### src/rtl/mc_req_arb.sv
// mc_req_arb: arbitrates four requesters' loads/stores onto one MC request port and
// routes tagged MC responses back. Define MC_REQ_ARB_RR_EN for round-robin arbitration.
module mc_req_arb #(
  parameter int NREQ    = 4,
  parameter int TAG_LSB = 30,
  parameter int MAX_OUT = 63
) (
  input  logic               clk,
  input  logic               r_reset,
  input  logic [NREQ-1:0]    req_ld,
  input  logic [NREQ-1:0]    req_st,
  input  logic [NREQ*48-1:0] req_vadr,
  input  logic [NREQ*64-1:0] req_wrd_rdctl,
  output logic [NREQ-1:0]    req_ack,
  output logic               mc_req_ld,
  output logic               mc_req_st,
  output logic [47:0]        mc_req_vadr,
  output logic [63:0]        mc_req_wrd_rdctl,
  input  logic               mc_rd_rq_stall,
  input  logic               mc_wr_rq_stall,
  input  logic               mc_rsp_push,
  input  logic [31:0]        mc_rsp_rdctl,
  input  logic [63:0]        mc_rsp_data,
  output logic               mc_rsp_stall,
  output logic [NREQ-1:0]    rsp_push,
  output logic [31:0]        rsp_rdctl,
  output logic [63:0]        rsp_data,
  input  logic [NREQ-1:0]    rsp_stall,
  output logic               idle,
  output logic               err
);

  localparam int            TW      = 2;
  localparam int            CW      = 6;
  localparam logic [CW-1:0] CNT_MAX = CW'(MAX_OUT);

  function automatic logic [31:0] tag_set(input logic [31:0] rdctl, input logic [TW-1:0] tag);
    logic [31:0] v;
    v = rdctl;
    v[TAG_LSB +: TW] = tag;
    return v;
  endfunction

  function automatic logic [NREQ-1:0] onehot(input logic [TW-1:0] idx);
    logic [NREQ-1:0] v;
    v = {NREQ{1'b0}};
    v[idx] = 1'b1;
    return v;
  endfunction

  logic [CW-1:0]   out_cnt_r [NREQ];
  logic [NREQ-1:0] ld_elig_s;
  logic [NREQ-1:0] st_elig_s;
  logic [NREQ-1:0] elig_s;
  logic [NREQ-1:0] ack_s;
  logic [NREQ-1:0] rsp_hit_s;
  logic            gnt_vld_s;
  logic            gnt_ld_s;
  logic [TW-1:0]   gnt_idx_s;
  logic [47:0]     sel_vadr_s;
  logic [63:0]     sel_wrd_s;
  logic            rsp_acc_s;
  logic [TW-1:0]   rsp_tag_s;
  logic            dual_s;
  logic            zero_rsp_s;
  logic            cnt_zero_s;

  logic            mc_req_ld_r;
  logic            mc_req_st_r;
  logic [47:0]     mc_req_vadr_r;
  logic [63:0]     mc_req_wrd_r;
  logic [NREQ-1:0] rsp_push_r;
  logic [31:0]     rsp_rdctl_r;
  logic [63:0]     rsp_data_r;
  logic            err_r;

  // Per-requester eligibility; a held load shadows a store from the same requester.
  always_comb begin
    ld_elig_s = {NREQ{1'b0}};
    st_elig_s = {NREQ{1'b0}};
    for (int i = 0; i < NREQ; i++) begin
      ld_elig_s[i] = ~r_reset & req_ld[i] & ~mc_rd_rq_stall & (out_cnt_r[i] < CNT_MAX);
      st_elig_s[i] = ~r_reset & req_st[i] & ~req_ld[i] & ~mc_wr_rq_stall;
    end
    elig_s = ld_elig_s | st_elig_s;
  end

`ifdef MC_REQ_ARB_RR_EN
  logic [TW-1:0] rr_ptr_r;
  logic [TW-1:0] cand_s;

  // Round-robin pick: scan backwards so the first eligible slot from the pointer wins.
  always_comb begin
    gnt_idx_s = {TW{1'b0}};
    cand_s    = {TW{1'b0}};
    for (int k = NREQ - 1; k >= 0; k--) begin
      cand_s    = rr_ptr_r + TW'(k);
      gnt_idx_s = elig_s[cand_s] ? cand_s : gnt_idx_s;
    end
  end

  // Pointer moves to the slot after the last grant.
  always_ff @(posedge clk) begin
    if (r_reset) begin
      rr_ptr_r <= 2'd0;
    end else if (gnt_vld_s) begin
      rr_ptr_r <= gnt_idx_s + 2'd1;
    end else begin
      rr_ptr_r <= rr_ptr_r;
    end
  end
`else
  // Fixed priority pick: requester 0 highest.
  always_comb begin
    gnt_idx_s = {TW{1'b0}};
    for (int k = NREQ - 1; k >= 0; k--) begin
      gnt_idx_s = elig_s[k] ? TW'(k) : gnt_idx_s;
    end
  end
`endif

  // Grant decode, request payload mux and response-side decode.
  always_comb begin
    gnt_vld_s  = |elig_s;
    gnt_ld_s   = gnt_vld_s & ld_elig_s[gnt_idx_s];
    ack_s      = gnt_vld_s ? onehot(gnt_idx_s) : {NREQ{1'b0}};
    sel_vadr_s = 48'd0;
    sel_wrd_s  = 64'd0;
    for (int i = 0; i < NREQ; i++) begin
      sel_vadr_s = (gnt_idx_s == TW'(i)) ? req_vadr[i*48 +: 48] : sel_vadr_s;
      sel_wrd_s  = (gnt_idx_s != TW'(i)) ? sel_wrd_s :
                   gnt_ld_s ? {32'd0, tag_set(req_wrd_rdctl[i*64 +: 32], TW'(i))} :
                              req_wrd_rdctl[i*64 +: 64];
    end
    rsp_acc_s  = mc_rsp_push & ~r_reset;
    rsp_tag_s  = mc_rsp_rdctl[TAG_LSB +: TW];
    rsp_hit_s  = rsp_acc_s ? onehot(rsp_tag_s) : {NREQ{1'b0}};
    dual_s     = |(req_ld & req_st);
    zero_rsp_s = rsp_acc_s & (out_cnt_r[rsp_tag_s] == {CW{1'b0}});
    cnt_zero_s = 1'b1;
    for (int i = 0; i < NREQ; i++) begin
      cnt_zero_s = cnt_zero_s & (out_cnt_r[i] == {CW{1'b0}});
    end
  end

  // Outstanding-load counters; a response to a zero count cannot underflow.
  always_ff @(posedge clk) begin
    for (int i = 0; i < NREQ; i++) begin
      if (r_reset) begin
        out_cnt_r[i] <= 6'd0;
      end else begin
        case ({ack_s[i] & ld_elig_s[i], rsp_hit_s[i]})
          2'b10:   out_cnt_r[i] <= out_cnt_r[i] + 6'd1;
          2'b01:   out_cnt_r[i] <= (out_cnt_r[i] == 6'd0) ? 6'd0 : out_cnt_r[i] - 6'd1;
          default: out_cnt_r[i] <= out_cnt_r[i];
        endcase
      end
    end
  end

  // MC request register: strobes follow the grant, payload holds between grants.
  always_ff @(posedge clk) begin
    if (r_reset) begin
      mc_req_ld_r   <= 1'b0;
      mc_req_st_r   <= 1'b0;
      mc_req_vadr_r <= 48'd0;
      mc_req_wrd_r  <= 64'd0;
    end else if (gnt_vld_s) begin
      mc_req_ld_r   <= gnt_ld_s;
      mc_req_st_r   <= ~gnt_ld_s;
      mc_req_vadr_r <= sel_vadr_s;
      mc_req_wrd_r  <= sel_wrd_s;
    end else begin
      mc_req_ld_r   <= 1'b0;
      mc_req_st_r   <= 1'b0;
      mc_req_vadr_r <= mc_req_vadr_r;
      mc_req_wrd_r  <= mc_req_wrd_r;
    end
  end

  // Response register: always accepted, the requester side absorbs the extra cycle of slack.
  always_ff @(posedge clk) begin
    if (r_reset) begin
      rsp_push_r  <= {NREQ{1'b0}};
      rsp_rdctl_r <= 32'd0;
      rsp_data_r  <= 64'd0;
    end else if (rsp_acc_s) begin
      rsp_push_r  <= rsp_hit_s;
      rsp_rdctl_r <= tag_set(mc_rsp_rdctl, 2'd0);
      rsp_data_r  <= mc_rsp_data;
    end else begin
      rsp_push_r  <= {NREQ{1'b0}};
      rsp_rdctl_r <= rsp_rdctl_r;
      rsp_data_r  <= rsp_data_r;
    end
  end

  // Sticky protocol-error flag.
  always_ff @(posedge clk) begin
    if (r_reset) begin
      err_r <= 1'b0;
    end else begin
      err_r <= err_r | dual_s | zero_rsp_s;
    end
  end

  // Idle and back-pressure are combinational views of the current state.
  always_comb begin
    idle         = r_reset | (~|req_ld & ~|req_st & ~mc_req_ld_r & ~mc_req_st_r & cnt_zero_s);
    mc_rsp_stall = |rsp_stall;
  end

  assign req_ack          = ack_s;
  assign mc_req_ld        = mc_req_ld_r;
  assign mc_req_st        = mc_req_st_r;
  assign mc_req_vadr      = mc_req_vadr_r;
  assign mc_req_wrd_rdctl = mc_req_wrd_r;
  assign rsp_push         = rsp_push_r;
  assign rsp_rdctl        = rsp_rdctl_r;
  assign rsp_data         = rsp_data_r;
  assign err              = err_r;

endmodule

### config.mk
export PLATFORM = sky130hd
export DESIGN_NAME = mc_req_arb
export DESIGN_NICKNAME = d
export VERILOG_FILES = /design/src/rtl/mc_req_arb.sv
export SDC_FILE = /design/constraint.sdc
export NUM_CORES = 1
export LEC_CHECK = 0
export BUFFER_PORTS_ARGS = -buffer_cell sky130_fd_sc_hd__clkbuf_2
export CAP_MARGIN = 20
export CORE_AREA = 2 2 308 310
export CTS_BUF_LIST = sky130_fd_sc_hd__clkbuf_4 sky130_fd_sc_hd__clkbuf_8
export CTS_CLUSTER_DIAMETER = 30
export CTS_CLUSTER_SIZE = 24
export DETAILED_ROUTE_END_ITERATION = 8
export DIE_AREA = 0 0 310 312
export SLEW_MARGIN = 10
export SYNTH_ARGS = -nofsm -noshare
export SYNTH_HDL_FRONTEND = slang
export SYNTH_SLANG_ARGS = --single-unit
### constraint.sdc
create_clock -name clk -period 8.69 [get_ports clk]
set_input_delay 1.3035 -clock clk [delete_from_list [all_inputs] [get_ports clk]]
set_output_delay 1.3035 -clock clk [all_outputs]
set_load 0.01 [all_outputs]
# ---- After elaboration in Yosys (flattened, before gate mapping)
# Memory sizes are Yosys's and may differ from the RTL's.
# Cells that the tools add are included.
dict set report classes {
  n_addsub 8
  magnitude_cmp 8
  n_eq_ne 14
  muxes 78
  bitwise 67
  reduce_logical 22
}
# operator count
set ops {}
lappend ops {{$mux W64} 8}
lappend ops {{$mux W48} 4}
lappend ops {{$mux W6} 16}
lappend ops {{$mux W1} 41}
lappend ops {{$and A1 B1 Y1} 38}
lappend ops {{$logic_not A6 Y1} 5}
lappend ops {{$add A6 B1 Y6 const B} 4}
lappend ops {{$lt A6 B6 Y1 const B} 4}
lappend ops {{$sub A6 B1 Y6 const B} 4}
lappend ops {{$reduce_or A4 Y1} 5}
lappend ops {{$or A1 B1 Y1} 15}
lappend ops {{$eq A2 B2 Y1 const B} 6}
lappend ops {{$not A1 Y1} 12}
lappend ops {{$reduce_or A2 Y1} 6}
lappend ops {{$eq A2 B1 Y1 const B} 5}
lappend ops {{$mux W2} 4}
lappend ops {{$mux W4} 2}
lappend ops {{$lt A2 B3 Y1 const B} 2}
lappend ops {{$and A4 B4 Y4} 1}
lappend ops {{$demux W1 S2} 2}
lappend ops {{$ge A2 B1 Y1 const B} 2}
lappend ops {{$ne A2 B2 Y1 const B} 2}
lappend ops {{$or A4 B4 Y4} 1}
lappend ops {{$bmux W1 S2} 1}
lappend ops {{5 further kinds} 7}
dict set report word_totals {
  reg_bits 213
  ram_bits 24
  mem_count 1
}
# name depth width rd rd_ports_with_merged_regs write_ports line_no
set memory_table {}
lappend memory_table {out_cnt_r 4 6 5 0 4 51} ;# logic [CW-1:0] out_cnt_r [NREQ];

# ---- Logic depth before layout (Yosys ltp)
dict set report depth {
  depth_word 22
  mapped_depth 16
  ltp_nobuf 13
}

# ---- Worst setup path after synthesis
# No wires, ideal clock.
dict set report synth_path {
  kind {input -> output}
  from {input req_ld[0]}
  to {output req_ack[1]}
  arrival_time_ps 2682
  setup_slack_ps 4704
  cell_stages 7
  cell_sequence {nand2b_1 > nor3_2 > nor2_8 > inv_2 > buf_4 > clkbuf_1 > nor2_1}
}
dict set report synth_between {
  elab_chain_len 10
  elab_cells_between_ends 15
  cone_classes {2 x order compare; 4 x mux; 7 x bitwise; 2 x reduce/logical}
}
# item line_no
set synth_rtl {}
lappend synth_rtl {{from (decl)} 10} ;# input logic [NREQ-1:0] req_ld,
lappend synth_rtl {{$and A1 B1 Y1 / $not A1 Y1 (equally long branches)} {82, 83}}
lappend synth_rtl {{$and A1 B1 Y1 (on tied branches) (2 in a row)} {82, 83}}
lappend synth_rtl {{$or A4 B4 Y4 *} 85} ;# elig_s = ld_elig_s | st_elig_s;
lappend synth_rtl {{$mux W2} 117} ;# gnt_idx_s = elig_s[k] ? TW'(k) : gnt_idx_s;
lappend synth_rtl {{$lt A2 B3 Y1 (not written as such) / $ge A2 B1 Y1 (equally long branches)} 47} ;# v[idx] = 1'b1;
lappend synth_rtl {{$logic_and A1 B1 Y1 (not written as such)} 47}
lappend synth_rtl {{$mux W1 (not written as such)} 47}
lappend synth_rtl {{$demux W1 S2} 47}
lappend synth_rtl {{$mux W4 *} 126} ;# ack_s = gnt_vld_s ? onehot(gnt_idx_s) : {NREQ{1'b0}};
lappend synth_rtl {{to (decl)} 14} ;# output logic [NREQ-1:0] req_ack,
# Every way passes the cells marked *; elsewhere a longest branch is shown, timed or not.

# ---- Final worst setup path
dict set report layout_path {
  from {input r_reset}
  to {output req_ack[3]}
}
dict set report layout_between {
  elab_chain_len 14
  elab_cells_between_ends 37
  cone_classes {2 x order compare; 7 x mux; 26 x bitwise; 2 x reduce/logical}
}
# item line_no
set layout_rtl {}
lappend layout_rtl {{from (decl)} 9} ;# input logic r_reset,
lappend layout_rtl {{$not A1 Y1 *} {82, 83}}
lappend layout_rtl {{$and A1 B1 Y1 (on tied branches) (3 in a row)} {82, 83}}
lappend layout_rtl {{$or A4 B4 Y4 *} 85}
lappend layout_rtl {{$mux W2 (4 in a row)} 117}
lappend layout_rtl {{$lt A2 B3 Y1 (not written as such) / $ge A2 B1 Y1 (equally long branches)} 47}
lappend layout_rtl {{$logic_and A1 B1 Y1 (not written as such)} 47}
lappend layout_rtl {{$mux W1 (not written as such)} 47}
lappend layout_rtl {{$demux W1 S2} 47}
lappend layout_rtl {{$mux W4 *} 126}
# Marks and branches as above.

==> metrics.cfg <==
[floorplanning]
placeableCoreArea_um2=93000
initial_utilization_pct=13.8
die_y_um=312
die_x_um=310
die_area_um2=96700
core.rowCount=112
num_io_pins=782

[global_routing]
gr-total-overflow=0
antenna_found_initial=19
first_global_vias=14500
grt_first_pass_wirelength_um=95900
grt_max_degree=79
grt_usage_pct=13.3

[placed_design]
hpwlAfterDp_um=52200
placed_cells=3455
placement.cell_area_um2=17900
place.port_buffers=779
place_congestion=0.918

[synth]
yosysMostFrequentCell=sky130_fd_sc_hd__a21oi_1
syn-instance-count=1548
synthDominantCellAreaShare_pct=33.2
post_synth_edffs=24
synthTopCellsByArea=sky130_fd_sc_hd__dfxtp_1, sky130_fd_sc_hd__a21oi_1, sky130_fd_sc_hd__mux2i_1
yosys.cell_types.count=73
yosys.area.top_type=sky130_fd_sc_hd__dfxtp_1
postSynth.asyncResetShare_pct=0
synth.top_cells.by_count=sky130_fd_sc_hd__a21oi_1, sky130_fd_sc_hd__dfxtp_1, sky130_fd_sc_hd__nor2_1
mean_instance_size_in_the_synthesized_netlist_um2=8.29
post_synth_instance_area_um2=12800
synth_top_flop_cell=sky130_fd_sc_hd__dfxtp_1
synth_sequential_area_ratio_pct=38.8
yosys_reg_bits=237
ys_warnings=0

[routing]
post_drt_wl_per_cell_um=19.2
detail_route.first_pass.iterations=5
via_per_inst=4.34
postRouteAntennaNets=0
detail_route.drc_violations=0
drt_iter0_drc=1195
detailroute.via_count=15600
totalWireLength_um=69300

[setup_path]
slowest_stage=sky130_fd_sc_hd__nand2_4
path_max_fanout=53
worstSetupStartpointType=primary input
worst_ep_required_time_ps=7390
critical-path-max-stage-delay_ps=630
timing.critical_path.max_delay_family=simple AND/OR/NAND/NOR gates
cp_data_arrival_time_ps=3690
crit_path_end_kind=output pin
crit_path_cell_trace=buf_4 > nor2_1 > o211ai_2 > nand2_4 > nand3_1 > inv_1 > clkbuf_2
cp_num_buf_inv=3
worst-setup-path-type=in -> out

[layout]
layout.area.seq_um2=4980
finalNonFillerCells=3599
final_cell_area_um2=19500
post_route_cells_drive_above_1_share_pct=41.0
synthToLayoutAreaGrowth_pct=51.6
filler_cell_count=10500
multi_input_area_um2=7120
finish.net_count=2858

[run_status]
run_status=finished, final reports clean

[clock_tree]
cts_hold_repair.buffers=0
cts.clk_slew.worst_paths_ps=40
clock_tree.buffer_depth=3
clkSinkCount=237
cts_root_buffer=sky130_fd_sc_hd__clkbuf_8
ctsResizeCount=0
later_pin_clock_latency_in_the_skew_report_ps=690
cts-buffers-inserted=74
tritoncts_clock_tree=yes
htree_levels=3
post_cts.repair.setup_buffers=0

[power_and_ir_drop]
cellInternalPower_w=0.00262
pwr-share-comb_pct=21.7
static-leakage-power_nw=9.17
switching_share_pct=31.9
clock_power_share_pct=44.4
power_density_nw_per_um2=198
sequentialPowerShare_pct=33.9
post-layout-total-power_w=0.00385
vdd.ir_drop.worst_mv=0.0934
power.net_switching_w=0.00123

[timing]
fin_worst_hold_slack_ps=449
max-slew-margin-rel_pct=32.0
worstMarginPinSlew_ps=1010
final.period_utilization_pct=57.4
finClkSkew_ps=46.0
rsz_0062_raised_after_global_routing=no
report.final.setup_viol=0
setup_total_negative_slack_ps=0
drv_slew=0
hold_violations=0
fin_crit_ps=4990
fmax_mhz=200

[run]
max-cap-violations=0

[min_path]
worstHoldPathType=reg -> reg

[sequential cells by signal (all words and copies together) (netlist names)]
signal,count
mc_req_wrd_rdctl,64
mc_req_st,1
err,1
rsp_push,4
mc_req_vadr,48
mc_req_ld,1
out_cnt_r,24
rsp_data,64
rsp_rdctl,30
[through the flow]
step / util (%) / worst slack, ps
final: 20.9 / 3700
after global routing: 20.9 / 3500
after CTS: 20.9 / 3700
after detailed placement: 19.2 / 3680
after global placement: 19.2 / 3720
after floorplan: - / 4700
[per-layer routing]
metal | part of all wire (%) | global-route usage [%] | up-vias
met1 | 40 | 16.1 | 7261
met4 | 3.9 | 6.27 | 14
met2 | 46 | 21.2 | 943
met3 | 11 | 4.42 | 153
li1 | - | - | 7257
met5 | 0.14 | 0 | -
[cell type report]
cell class / instances / area share [%]
sequential: 237 / 25.6
inverter: 36 / 0.701
tap: 1254 / 8.06
timing repair buffer: 801 / 20.9
clock inverter: 23 / 1.03
clock buffer: 105 / 6.85
antenna: 16 / 0.206
multi-input combinational: 1127 / 36.6
[worst register-to-register path, stage by stage, from the launching register on]
cell                        delay, ps
sky130_fd_sc_hd__edfxtp_1         480
sky130_fd_sc_hd__ha_1             240
sky130_fd_sc_hd__nand3_1          200
sky130_fd_sc_hd__o211ai_2         490
sky130_fd_sc_hd__nand2_4          530
sky130_fd_sc_hd__o21ai_4          800
sky130_fd_sc_hd__buf_4            470
sky130_fd_sc_hd__buf_4            510
sky130_fd_sc_hd__a2bb2oi_1        190
sky130_fd_sc_hd__o22ai_1          160
[power groups by stage]
stage / combinational, W / sequential [W] / clock (W)
after detailed placement: 0.000832 / 0.00132 / 0
after floorplan: 0.000397 / 0.00135 / 0
final: 0.000836 / 0.00131 / 0.00171
after global routing: 0.000902 / 0.00132 / 0.00183
after global placement: 0.000829 / 0.00132 / 0
after CTS: 0.000836 / 0.00131 / 0.00177
[cells in the final DEF (no fill, tap or decap), types with 4 or more instances in the layout]
cell	n
sky130_fd_sc_hd__a211oi_1	5
sky130_fd_sc_hd__a21oi_1	248
sky130_fd_sc_hd__a221oi_1	9
sky130_fd_sc_hd__a22oi_1	25
sky130_fd_sc_hd__a2bb2oi_1	78
sky130_fd_sc_hd__a31oi_1	13
sky130_fd_sc_hd__and3_1	108
sky130_fd_sc_hd__buf_4	23
sky130_fd_sc_hd__clkbuf_2	777
sky130_fd_sc_hd__clkbuf_4	18
sky130_fd_sc_hd__clkbuf_8	87
sky130_fd_sc_hd__clkinv_2	15
sky130_fd_sc_hd__dfxtp_1	213
sky130_fd_sc_hd__diode_2	16
sky130_fd_sc_hd__edfxtp_1	24
sky130_fd_sc_hd__ha_1	20
sky130_fd_sc_hd__inv_1	33
sky130_fd_sc_hd__mux2i_1	94
sky130_fd_sc_hd__nand2_1	63
sky130_fd_sc_hd__nand3_1	49
sky130_fd_sc_hd__nand3b_1	4
sky130_fd_sc_hd__nor2_1	154
sky130_fd_sc_hd__nor2b_1	8
sky130_fd_sc_hd__nor3_1	10
sky130_fd_sc_hd__nor4_1	6
sky130_fd_sc_hd__o21ai_0	19
sky130_fd_sc_hd__o21ai_1	16
sky130_fd_sc_hd__o22ai_1	94
sky130_fd_sc_hd__o31ai_1	26
sky130_fd_sc_hd__or4_1	12
[worst paths after layout]
check	from	to	slack, ps	cells past startpoint
worst max-delay path	r_reset	req_ack[3]	3700	7
worst min-delay path	mc_req_wrd_rdctl[54]	mc_req_wrd_rdctl[54]	450	2
worst max register to register	out_cnt_r[3][1]	mc_req_vadr[3]	4500	9
worst min register to register	mc_req_wrd_rdctl[54]	mc_req_wrd_rdctl[54]	450	2
[logic make-up (layout without fill, tap and decap cells)]
group           Yosys count  in the layout  share of synthesized area, %
flops                   237            237                          38.8
fa+ha+maj                20             20                          1.95
buf+inv                 185            965                          6.19
other cells               1             18                        0.0292
simple gates            440            440                          17.2
compound gates          568            568                          28.3
mux                      95             95                          7.42
xor+xnor                  2              2                         0.137
Note: power is estimated with default switching activity, not from simulation.
